`src/rtl/lisa_qspi_arb.sv`:
```
// Arbitrates an instruction port and a data port onto a single QSPI controller.
// An optional one-word instruction prefetch buffer is filled from word 1 of each instruction burst.
module lisa_qspi_arb #(
    parameter int CHIP_SELECTS = 2,
    parameter bit PREFETCH_EN  = 1'b1
) (
    input  logic                    clk,
    input  logic                    rst_n,
    input  logic                    i_req,
    input  logic [23:0]             i_addr,
    output logic [15:0]             i_rdata,
    output logic                    i_ack,
    input  logic                    d_req,
    input  logic [23:0]             d_addr,
    input  logic [15:0]             d_wdata,
    input  logic [1:0]              d_wstrb,
    output logic [15:0]             d_rdata,
    output logic                    d_ack,
    output logic                    q_valid,
    output logic [23:0]             q_addr,
    output logic [15:0]             q_wdata,
    output logic [1:0]              q_wstrb,
    output logic [3:0]              q_xfer_len,
    input  logic                    q_ready,
    output logic                    q_ready_ack,
    input  logic                    q_xfer_done,
    input  logic [15:0]             q_rdata,
    output logic [CHIP_SELECTS-1:0] q_ce_ctrl
);

    localparam int CS_W = (CHIP_SELECTS > 1) ? $clog2(CHIP_SELECTS) : 1;

    typedef enum logic [1:0] {IDLE, ISSUE, XFER, RELEASE} state_t;

    state_t                  state_q, state_d;
    logic                    q_valid_q, q_valid_d;
    logic [23:0]             q_addr_q, q_addr_d;
    logic [15:0]             q_wdata_q, q_wdata_d;
    logic [1:0]              q_wstrb_q, q_wstrb_d;
    logic [3:0]              q_len_q, q_len_d;
    logic [CHIP_SELECTS-1:0] q_ce_q, q_ce_d;
    logic                    dport_q, dport_d;
    logic [1:0]              wcnt_q, wcnt_d;
    logic                    rdy_prev_q;
    logic [15:0]             i_rdata_q, i_rdata_d;
    logic [15:0]             d_rdata_q, d_rdata_d;
    logic                    i_ack_q, i_ack_d;
    logic                    d_ack_q, d_ack_d;
    logic                    pf_valid_q, pf_valid_d;
    logic [23:0]             pf_addr_q, pf_addr_d;
    logic [15:0]             pf_data_q, pf_data_d;
    logic [23:0]             pf_next;
    logic                    rdy_rise;
    logic                    pf_hit;
    logic                    unused_lsbs;

    function automatic logic [CS_W-1:0] cs_of(input logic [CS_W-1:0] msbs);
        return (CHIP_SELECTS > 1) ? msbs : '0;
    endfunction

    function automatic logic [CHIP_SELECTS-1:0] onehot(input logic [CS_W-1:0] idx);
        logic [CHIP_SELECTS-1:0] r;
        r = '0;
        for (int k = 0; k < CHIP_SELECTS; k++) begin
            r[k] = (idx == CS_W'(k));
        end
        return r;
    endfunction

    // Byte-address LSBs never matter: transfers are whole 16-bit words.
    assign unused_lsbs = i_addr[0] ^ d_addr[0] ^ pf_addr_q[0];

    assign rdy_rise = q_ready & ~rdy_prev_q;
    assign pf_hit   = PREFETCH_EN && pf_valid_q && (i_addr[23:1] == pf_addr_q[23:1]);

    always_comb begin
        state_d    = state_q;
        q_valid_d  = q_valid_q;
        q_addr_d   = q_addr_q;
        q_wdata_d  = q_wdata_q;
        q_wstrb_d  = q_wstrb_q;
        q_len_d    = q_len_q;
        q_ce_d     = q_ce_q;
        dport_d    = dport_q;
        wcnt_d     = wcnt_q;
        i_rdata_d  = i_rdata_q;
        d_rdata_d  = d_rdata_q;
        i_ack_d    = 1'b0;
        d_ack_d    = 1'b0;
        pf_valid_d = pf_valid_q;
        pf_addr_d  = pf_addr_q;
        pf_data_d  = pf_data_q;
        pf_next    = q_addr_q + 24'd2;

        case (state_q)
            IDLE: begin
                if (d_req) begin
                    if (!q_ready) begin
                        dport_d   = 1'b1;
                        q_addr_d  = {d_addr[23:1], 1'b0};
                        q_wdata_d = d_wdata;
                        q_wstrb_d = d_wstrb;
                        q_len_d   = 4'd0;
                        q_ce_d    = onehot(cs_of(d_addr[23 -: CS_W]));
                        q_valid_d = 1'b1;
                        state_d   = ISSUE;
                        if ((d_wstrb != 2'b00) && (d_addr[23:1] == pf_addr_q[23:1])) begin
                            pf_valid_d = 1'b0;
                        end
                    end
                end else if (i_req && !i_ack_q) begin
                    // i_ack_q blocks a second ack while the requester still holds i_req.
                    if (pf_hit) begin
                        i_ack_d   = 1'b1;
                        i_rdata_d = pf_data_q;
                    end else if (!q_ready) begin
                        dport_d    = 1'b0;
                        q_addr_d   = {i_addr[23:1], 1'b0};
                        q_wstrb_d  = 2'b00;
                        q_len_d    = PREFETCH_EN ? 4'd1 : 4'd0;
                        q_ce_d     = onehot(cs_of(i_addr[23 -: CS_W]));
                        q_valid_d  = 1'b1;
                        pf_valid_d = 1'b0;
                        state_d    = ISSUE;
                    end
                end
            end
            ISSUE: begin
                wcnt_d  = 2'd0;
                state_d = XFER;
            end
            XFER: begin
                if (rdy_rise) begin
                    if (wcnt_q == 2'd0) begin
                        if (!dport_q) begin
                            i_rdata_d = q_rdata;
                        end else if (q_wstrb_q == 2'b00) begin
                            d_rdata_d = q_rdata;
                        end
                    end else if ((wcnt_q == 2'd1) && !dport_q && PREFETCH_EN) begin
                        pf_data_d  = q_rdata;
                        pf_addr_d  = pf_next;
                        pf_valid_d = (cs_of(pf_next[23 -: CS_W]) == cs_of(q_addr_q[23 -: CS_W]));
                    end
                    if (wcnt_q != 2'd3) begin
                        wcnt_d = wcnt_q + 2'd1;
                    end
                end
                if (q_xfer_done) begin
                    q_valid_d = 1'b0;
                    state_d   = RELEASE;
                    if (dport_q) begin
                        d_ack_d = 1'b1;
                    end else begin
                        i_ack_d = 1'b1;
                    end
                end
            end
            RELEASE: begin
                if (!q_ready) begin
                    state_d = IDLE;
                end
            end
            default: begin
                state_d   = IDLE;
                q_valid_d = 1'b0;
            end
        endcase
    end

    always_ff @(posedge clk) begin
        if (!rst_n) begin
            state_q    <= IDLE;
            q_valid_q  <= 1'b0;
            q_addr_q   <= '0;
            q_wstrb_q  <= '0;
            q_len_q    <= '0;
            q_ce_q     <= '0;
            dport_q    <= 1'b0;
            wcnt_q     <= '0;
            rdy_prev_q <= 1'b0;
            i_rdata_q  <= '0;
            d_rdata_q  <= '0;
            i_ack_q    <= 1'b0;
            d_ack_q    <= 1'b0;
            pf_valid_q <= 1'b0;
        end else begin
            state_q    <= state_d;
            q_valid_q  <= q_valid_d;
            q_addr_q   <= q_addr_d;
            q_wstrb_q  <= q_wstrb_d;
            q_len_q    <= q_len_d;
            q_ce_q     <= q_ce_d;
            dport_q    <= dport_d;
            wcnt_q     <= wcnt_d;
            rdy_prev_q <= q_ready;
            i_rdata_q  <= i_rdata_d;
            d_rdata_q  <= d_rdata_d;
            i_ack_q    <= i_ack_d;
            d_ack_q    <= d_ack_d;
            pf_valid_q <= pf_valid_d;
        end
    end

    // Pure data holders: only meaningful alongside a valid flag or state.
    always_ff @(posedge clk) begin
        q_wdata_q <= q_wdata_d;
        pf_addr_q <= pf_addr_d;
        pf_data_q <= pf_data_d;
    end

    assign q_ready_ack = dport_q && (q_wstrb_q != 2'b00) && ((state_q == ISSUE) || (state_q == XFER));

    assign i_rdata    = i_rdata_q;
    assign i_ack      = i_ack_q;
    assign d_rdata    = d_rdata_q;
    assign d_ack      = d_ack_q;
    assign q_valid    = q_valid_q;
    assign q_addr     = q_addr_q;
    assign q_wdata    = q_wdata_q;
    assign q_wstrb    = q_wstrb_q;
    assign q_xfer_len = q_len_q;
    assign q_ce_ctrl  = q_ce_q;

endmodule

```
`config.mk`:
```
export PLATFORM = sky130hd
export DESIGN_NAME = lisa_qspi_arb
export DESIGN_NICKNAME = d
export VERILOG_FILES = /design/src/rtl/lisa_qspi_arb.sv
export SDC_FILE = /design/constraint.sdc
export NUM_CORES = 1
export LEC_CHECK = 0
export BUFFER_PORTS_ARGS = -buffer_cell sky130_fd_sc_hd__buf_2
export CAP_MARGIN = 20
export CORE_UTILIZATION = 56
export DETAILED_ROUTE_END_ITERATION = 10
export GPL_TIMING_DRIVEN = 0
export PLACE_DENSITY = 0.93
export SLEW_MARGIN = 20
export SYNTH_ARGS = -nofsm -noshare
export SYNTH_HDL_FRONTEND = slang
export SYNTH_SLANG_ARGS = --single-unit
```
`constraint.sdc`:
```
create_clock -name clk -period 11.8 [get_ports clk]
set_clock_uncertainty 0.05 [all_clocks]
set_input_delay 1.18 -clock clk [delete_from_list [all_inputs] [get_ports clk]]
set_output_delay 1.18 -clock clk [all_outputs]
set_load 0.05 [all_outputs]
```
# After elaboration in Yosys (flattened, before gate mapping)
# Index checks and enable logic that the tools add are counted.
classes:
  shift: 0
  magnitude_cmp: 0
  n_reduce_logical: 27
  div_mod_pow: 0
  addsub: 2
  muxes: 61
  multipliers: 0
  bitwise: 6
  eq_ne: 24
op_table:
  columns: ["op", "n"]
  rows:
  - ["$mux 24", 5]
  - ["$mux 16", 6]
  - ["$eq 23x23->1", 2]
  - ["$mux 2", 17]
  - ["$pmux 16 s2", 1]
  - ["$ne 2x2->1 const B", 14]
  - ["$add 24x2->24 const B", 1]
  - ["$mux 1", 22]
  - ["$mux 4", 5]
  - ["$reduce_and 4->1", 4]
  - ["$reduce_bool 2->1", 5]
  - ["$ne 3x3->1 const B", 3]
  - ["$reduce_and 3->1", 3]
  - ["$pmux 2 s4", 1]
  - ["$reduce_and 8->1", 1]
  - ["$reduce_and 7->1", 1]
  - ["$logic_and 1x1->1", 6]
  - ["$logic_not 2->1", 3]
  - ["$pmux 1 s2", 3]
  - ["$not 1->1", 5]
  - ["$reduce_and 5->1", 1]
  - ["$eq 2x1->1 const B", 2]
  - ["$eq 2x2->1 const B", 2]
  - ["$pmux 2 s2", 1]
  - ["other kinds (5)", 6]
word_totals:
  n_memories: 0
  inputBits: 88
  word_cells: 137
  output_inout_bits: 84
  latch_bits: 0
  mem_bits_ro: 0
  ram_bits: 0
  register_bits: 130

# Logic depth before layout (Yosys ltp)
# Gate-level depths: netlist (run 1).
logic_depth:
  word_depth: 6
  mapped_depth: 9
  depth_no_buf: 8

# Worst setup path before layout (run 1)
# No wires, ideal clock.
synth_timing:
  path_kind: "input -> register"
  start: "input q_ready"
  end: "register pf_valid_q"
  required_time_ns: 11.634
  n_path_buf: 0
  setup_ns: 0.116
  setup_slack_ns: 5.554
  t_arrival_ns: 6.079
  cell_stages: 6
  path_cell_list: "nand3b_1 nor4b_1 nor2b_1 a311o_1 a21o_1 a21boi_1"
synth_via:
  elab_chain_len: 3
  word_cells_on_any_way: 4
  classes_between: "2 x eq/ne; 1 x bitwise; 1 x reduce/logical"
synth_lines:
  columns: ["item", "line_no", "rtl"]
  rows:
  - ["start, declared", "24", "input logic q_ready,"]
  - ["$and 1x1->1", "73", "assign rdy_rise = q_ready & ~rdy_prev_q;"]
  - ["$ne 2x2->1 (no line)", null, null]
  - ["$reduce_and 8->1 (no line) *", null, null]
  - ["end signal, assigned", "201", "pf_valid_q <= pf_valid_d;"]
  - ["end, declared", "49", "logic pf_valid_q, pf_valid_d;"]
# Every way passes the cells marked *; elsewhere a longest branch is shown, timed or not.
# A chain may end at the register's enable or synchronous reset.

# Worst setup path after layout (run 1)
layout_timing:
  start: "register state_q[1]"
  end: "output q_ready_ack"
layout_via:
  elab_chain_len: 3
  word_cells_on_any_way: 4
  classes_between: "2 x eq/ne; 2 x reduce/logical"
layout_lines:
  columns: ["item", "line_no", "rtl"]
  rows:
  - ["start, declared", "35", "state_t state_q, state_d;"]
  - ["start signal, assigned", "188", "state_q <= state_d;"]
  - ["$eq 2x1->1 / $eq 2x2->1 (equally long branches)", "212", "assign q_ready_ack = dport_q && (q_wstrb_q != 2'b00) && ((state_q == ISSUE) || (state_q == XFER));"]
  - ["$logic_or 1x1->1 *", "212", null]
  - ["$logic_and 1x1->1 *", "212", null]
  - ["end, declared", "25", "output logic q_ready_ack,"]
# Marks and branches as above.

==> results_dict.tcl, run 1 <==
set metrics [dict create \
    status "finished, final reports clean" \
    globalRoute.totalOverflow 0 \
    synth_common_cells "dfxtp_1, xnor2_1, edfxtp_1, nor2b_1, nand2_1" \
    synth_cell_type_count 49 \
    die_w_um 102 \
    antenna_left 0 \
    postSynthAreaPerCell_um2 11.6 \
    combPwrFrac_pct 24.9 \
    cts_sinks 124 \
    hp-class "flop to flop" \
    wl_met2_mm 7.97 \
    ys_warn_count 0 \
    cts_made_buffers 17 \
    clock.fmax_mhz 339 \
    first_iter_violations 413 \
    register_area_um2 3030 \
    yosys_most_used_dff "dfxtp_1" \
    tns_ps 0 \
    setup_viol 0 \
    drive_above_1_share_pct 32.6 \
    antenna_found_initial 0 \
    synth_edf_count 55 \
    dieArea_um2 10500 \
    place.gp.congestion 0.955 \
    start_util_pct 57.9 \
    wl_mm 16.0 \
    worstPathMaxFanout 4 \
    instances_no_fill 827 \
    drc 0 \
    grt_pass1_wl_mm 24.3 \
    num_rows 36 \
    cap_viol_max_count 0 \
    dp.cells 795 \
    numPortBuffers 164 \
    synth_area_leader_cell "edfxtp_1" \
    avgRoutedWirePerCell_um 19.4 \
    min_period_over_period_pct 25.0 \
    cp.buffers_inverters 2 \
    maxSlewViolCount 0 \
    p_leak_uw 0.00328 \
    path_class "flop to primary output" \
    hold_violations 0 \
    die_h_um 102 \
    power.switching_uw 455 \
    grt_start_max_net_pins 26 \
    vias_per_cell 5.80 \
    crit_required_ps 10570 \
    synth_area_leaders "edfxtp_1, dfxtp_1, xnor2_1, mux2i_1, nor2b_1" \
    final_core_util_pct 74.5 \
    p_per_area_nw_per_um2 186 \
    cts_tree "yes" \
    diodes 0 \
    seq_area_frac_synth_pct 53.6 \
    top_layer "met4" \
    cp-end-kind "primary output" \
    cts_htree_levels 4 \
    cts_resized 0 \
    grt_setup_unrepaired "no" \
    period_minus_slack_ps 2950 \
    cts_setup_buffers 0 \
    tightest_slew_ps 847 \
    clk_pin_slew_worst_paths_ps 60 \
    vias 4794 \
    clock_path_buffers 2 \
    switching_share_pct 33.6 \
    synthCells 488 \
    ys_ff_latch 124 \
    whs_ps 390 \
    ioPinCount 172 \
    cp.arrival_ps 1720 \
    multi_input_area_um2 2430 \
    nFillCells 677 \
    hold_buffers 0 \
    synth_async_sr_flop_share_pct 0 \
    path_cells "inv_1, ha_1, o211a_1, buf_2" \
    hpwlAfterDp_mm 11.5 \
    dr.pass1.iters 5 \
    core_area_um2 9770 \
    synth_top_cell_area_share_pct 29.2 \
    yosysMostFrequentCell "dfxtp_1" \
    gr-usage-all-layers_pct 31.2 \
    clk_latency_ps 530 \
    p_total_uw 1360 \
    max_stage_delay_ps 370 \
    clock_power_share_pct 37.2 \
    startpoint_type "flop" \
    fin_nets 777 \
    cp_slowest_cell "dfxtp_1" \
    wl_met3_mm 1.59 \
    ir_worst_vdd_mv 0.120 \
    syn_to_final_growth_pct 28.8 \
    power.internal_uw 901 \
    cts_root_buffer "clkbuf_8" \
    syn-cell-area_um2 5660 \
    seqPwrFrac_pct 37.9 \
    slew_headroom_pct 43.5 \
    wl_met1_mm 5.99 \
    grt_pass1_vias 4848 \
    path_delay_family "flip-flops" \
]
[metrics by stage]
step | setup WS [ps] | instance area, um2
after CTS | 8840 | 7280
final | 8850 | 7280
after detailed placement | 8610 | 6710
after floorplan | 5550 | 5670
after global placement | 3110 | 6650
after global routing | 8760 | 7280
[final timing paths]
kind | slack, ps | startpoint | depth (start not counted) | to
hold reg to reg | 390 | q_xfer_len[0]$_SDFFE_PN0P_ | 2 | q_xfer_len[0]$_SDFFE_PN0P_
hold / removal | 390 | q_xfer_len[0]$_SDFFE_PN0P_ | 2 | q_xfer_len[0]$_SDFFE_PN0P_
setup / recovery | 8850 | state_q[1]$_SDFFE_PN0P_ | 4 | q_ready_ack
setup reg to reg | 9110 | state_q[0]$_SDFFE_PN0P_ | 8 | q_addr[5]$_SDFFE_PN0P_
[metal layers]
layer | global-route usage (%) | vias up
met5 | 0 | -
met2 | 53.4 | 310
met1 | 35.5 | 2288
met4 | 15.4 | 0
li1 | - | 2149
met3 | 9.15 | 47
[cells by family (layout without fill, tap and decap cells)]
group	after synthesis	count (layout)	share of synthesized area (%)
other	1	4	0.0663
multiplexers	33	33	5.84
AND/OR/NAND/NOR	150	150	14.5
AO/OA/AOI/OAI	64	64	10.1
adder cells (fa/ha/maj)	8	8	1.77
buffers and inverters	41	244	3.74
flip-flops	124	124	53.6
XOR/XNOR	67	67	10.4
[area by class of cell]
type	count	area share [%]
Buffer	27	2.20
Clock buffer	21	6.46
Clock inverter	11	1.44
Inverter	14	0.721
Multi-Input combinational cell	326	33.3
Sequential cell	124	41.6
Tap cell	133	2.28
Timing Repair Buffer	171	11.9
[sequential cells by signal (all words and copies together) (netlist names)]
name	count
d_ack	1
rdy_prev_q	1
pf_addr_q	23
i_ack	1
q_xfer_len	1
state_q	2
i_rdata	16
wcnt_q	2
q_wdata	16
dport_q	1
d_rdata	16
q_valid	1
pf_data_q	16
q_addr	23
q_ce_ctrl	1
q_wstrb	2
pf_valid_q	1
[layout by cell type, fill, tap and decap left out, types with 9 or more instances in the layout]
| master | instances |
|---|---|
| clkbuf_1 | 10 |
| edfxtp_1 | 55 |
| xor2_1 | 9 |
| xnor2_1 | 58 |
| buf_4 | 14 |
| dfxtp_1 | 69 |
| o211a_1 | 17 |
| a222oi_1 | 22 |
| clkbuf_16 | 17 |
| inv_1 | 13 |
| mux2i_1 | 33 |
| nand2_1 | 42 |
| nor2b_1 | 44 |
| nand4_1 | 14 |
| buf_2 | 171 |
| nor2_1 | 12 |
[worst min-delay path, cell delays in order (launching register included)]
cell and delay, ps:
dfxtp_1 310, inv_1 50, a21oi_1 50
[power groups by stage]
stage	sequential, uW	combinational, uW	clock (uW)
after floorplan	605	155	0
after global placement	520	322	0
after detailed placement	522	332	0
after CTS	513	336	506
after global routing	518	359	523
final	514	338	504
No activity file was read; power rests on OpenSTA's default activity.
==> run 2: changes to the inputs <==
--- a/config.mk
+++ b/config.mk
@@ -5,12 +5,13 @@
 export SDC_FILE = /design/constraint.sdc
 export NUM_CORES = 1
 export LEC_CHECK = 0
+export ABC_AREA = 1
 export BUFFER_PORTS_ARGS = -buffer_cell sky130_fd_sc_hd__buf_2
 export CAP_MARGIN = 20
-export CORE_UTILIZATION = 56
+export CORE_UTILIZATION = 48
 export DETAILED_ROUTE_END_ITERATION = 10
 export GPL_TIMING_DRIVEN = 0
-export PLACE_DENSITY = 0.93
+export PLACE_DENSITY = 0.84
 export SLEW_MARGIN = 20
 export SYNTH_ARGS = -nofsm -noshare
 export SYNTH_HDL_FRONTEND = slang
==> constraint.sdc (replaced) <==
create_clock -name clk -period 2.39 [get_ports clk]
set_clock_uncertainty 0.05 [all_clocks]
set_input_delay 0.239 -clock clk [delete_from_list [all_inputs] [get_ports clk]]
set_output_delay 0.239 -clock clk [all_outputs]
set_load 0.05 [all_outputs]
==> run 2 against run 1 <==
Compared with the run above: routed wire length is 14% higher; core utilization decreased by 8.3 points; die area is 30% higher; synthesized area is 12% higher; design area increased by 16%; power increased to 5.8 times the previous value; worst setup slack worse by 8700 ps; first-iteration DRC count increased by 49%; via count grew 31%; sequential share of layout area shrank 5.6 points; clock power increased to 5.4 times the previous value; critical path type is now flop to flop; highest routed layer unchanged.
==> results_dict.tcl, run 2 <==
set metrics [dict create \
    status "finished, final reports clean" \
    cts_root_buffer "clkbuf_16" \
    postLayoutCellArea_um2 8430 \
    synth_cell_type_count 29 \
    dr.pass1.iters 6 \
    p_per_area_nw_per_um2 932 \
    path_class "flop to flop" \
    place.gp.congestion 0.917 \
    synth_top_cell_area_share_pct 26.1 \
    synth_async_sr_flop_share_pct 0 \
    vias 6299 \
    drive_above_1_share_pct 21.3 \
    synth_top_family_by_area "simple AND/OR/NAND/NOR gates" \
    synth_compound_area_share_pct 10.8 \
    clock.fmax_mhz 447 \
    first_iter_violations 616 \
    whs_ps 46.8 \
    p_leak_uw 0.00408 \
    crit_path_frequent_cell "inv_1" \
    tightest_slew_ps 620 \
    wl_mm 18.2 \
    start_util_pct 49.7 \
    cts_htree_levels 4 \
    core_area_um2 12700 \
    ys_warn_count 0 \
    yosys_most_used_dff "dfxtp_1" \
    die_w_um 117 \
    cts_made_buffers 17 \
    diodes 0 \
    cp_slowest_cell "a211oi_4" \
    avgRoutedWirePerCell_um 14.5 \
    clock_path_buffers 2 \
    globalRoute.totalOverflow 0 \
    synthCells 849 \
    maxSlewViolCount 0 \
    grt_start_max_net_pins 20 \
    clk_latency_ps 410 \
    min-delay-start "d_wstrb[1]" \
    synth_area_leaders "edfxtp_1, dfxtp_1, nand2_1, inv_1, a21oi_1" \
    cts_sinks 124 \
    hpwlAfterDp_mm 13.5 \
    gr-usage-all-layers_pct 27.4 \
    ioPinCount 172 \
    yosysMostFrequentCell "nand2_1" \
    synthMuxAreaShare_pct 0 \
    synth_common_cells "nand2_1, inv_1, dfxtp_1, a21oi_1" \
    cts_tree "yes" \
    startpoint_type "flop" \
    min_period_over_period_pct 93.5 \
    worstSetupStartpoint "state_q[0]$_SDFFE_PN0P_" \
    grt_pass1_vias 5937 \
    max_stage_delay_ps 440 \
    clk_pin_slew_worst_paths_ps 60 \
    postSynthAreaPerCell_um2 7.45 \
    hp-class "input port to flop" \
    vias_per_cell 5.00 \
    final_cell_mix "nand2_1, buf_2, inv_1, dfxtp_1, a21oi_1" \
    numPortBuffers 165 \
    syn-cell-area_um2 6320 \
    final_common_cell "nand2_1" \
    worstPathMaxFanout 16 \
    hold_violations 0 \
    path_cells "inv_1, ha_1, buf_2, inv_1, a211oi_4, nand2_1, clkinvlp_4, buf_12" \
    dieArea_um2 13600 \
    num_rows 41 \
    fin_nets 1170 \
    tns_ps 0 \
    cp-end-kind "flop" \
    crit_required_ps 2460 \
    cap_viol_max_count 0 \
    antenna_left 0 \
    syn_to_final_growth_pct 33.3 \
    synthAdderAreaFrac_pct 1.58 \
    setup_viol 0 \
    antenna_found_initial 0 \
    synth-simple-area-share_pct 27.5 \
    grt_pass1_wl_mm 28.3 \
    synth_xor_area_share_pct 2.91 \
    die_h_um 117 \
    ys_ff_latch 124 \
    cp.arrival_ps 2310 \
    timing.rr.start "state_q[0]$_SDFFE_PN0P_" \
    final_core_util_pct 66.2 \
    period_minus_slack_ps 2240 \
    synth_area_leader_cell "edfxtp_1" \
    postPlaceCellArea_um2 7420 \
    slew_headroom_pct 58.3 \
    seq_area_frac_synth_pct 48.0 \
    synth_edf_count 55 \
    drc 0 \
    ir_worst_vdd_mv 0.606 \
]
==> run 2: cell count changes in the layout (fill, tap and decap cells not counted), moves of 44 or more <==
cell,previous run,this run
nand2_1,42,262
nor2b_1,44,0
xnor2_1,58,7
o21ai_0,5,65
inv_1,13,106
nor2_1,12,64
a21oi_1,4,66
nand3_1,8,55
==> run 2: worst paths after layout <==
check	endpoint	slack [ps]	depth (start not counted)
worst min-delay path	q_wstrb[1]$_SDFFE_PN0P_	50	3
worst max-delay path	q_wdata[4]$_DFFE_PP_	150	8
worst min register to register	q_valid$_SDFFE_PN0P_	400	2
worst max register to register	q_wdata[4]$_DFFE_PP_	150	8
==> run 2: kinds of logic (layout without fill, tap and decap cells) <==
logic type	Yosys count	in the layout
compound gates	134	134
xor+xnor	21	21
fa+ha+maj	8	8
buf+inv	144	379
flops	124	124
other cells	1	4
simple gates	417	417
==> run 2: where the power goes <==
part	switching [uW]	internal, uW	leakage (uW)
Sequential	177	2450	0.00106
Clock	912	1800	0.000301
Combinational	1770	741	0.00271
==> run 2: what timing repair did <==
action	CTS	global route
setup buffers	0	4
endpoints found under the setup margin	19	20
hold endpoints to repair	32	0
resized for setup	2	2
hold buffers	32	0
pin swaps	0	1
==> run 2: area by class of cell <==
type	count	area, um2
clock inverter	10	164
timing repair buffer	203	1220
fill	1079	4300
inverter	111	420
multi-input combinational	584	2750
sequential	124	3040
tap	172	215
buffer	33	161
clock buffer	22	464
==> run 2: metal layers <==
layer	routed length [um]	vias up	global-route usage [%]
li1	-	3179	-
met1	7410	2869	31.7
met2	8870	208	47.4
met3	1450	43	7.84
met4	497	0	11.9
met5	0	-	0
==> run 2: worst max-delay path, delay by kind of cell (launching register included) <==
kind                       cells  cell delay (ps)
buffers and inverters          5              780
adders and majority gates      1              140
DFF                            1              330
and+or+nand+nor                1              200
AOI/OAI and AO/OA              1              440
==> run 2: stage by stage <==
step                total power, uW  instances  worst slack [ps]
floorplan                      4400        852              91.2
global placement               4970       1189              -274
detailed placement             5010       1191              -161
CTS                            7770       1255              52.1
global route                   8200       1259             -1.31
finish                         7860       1259               155
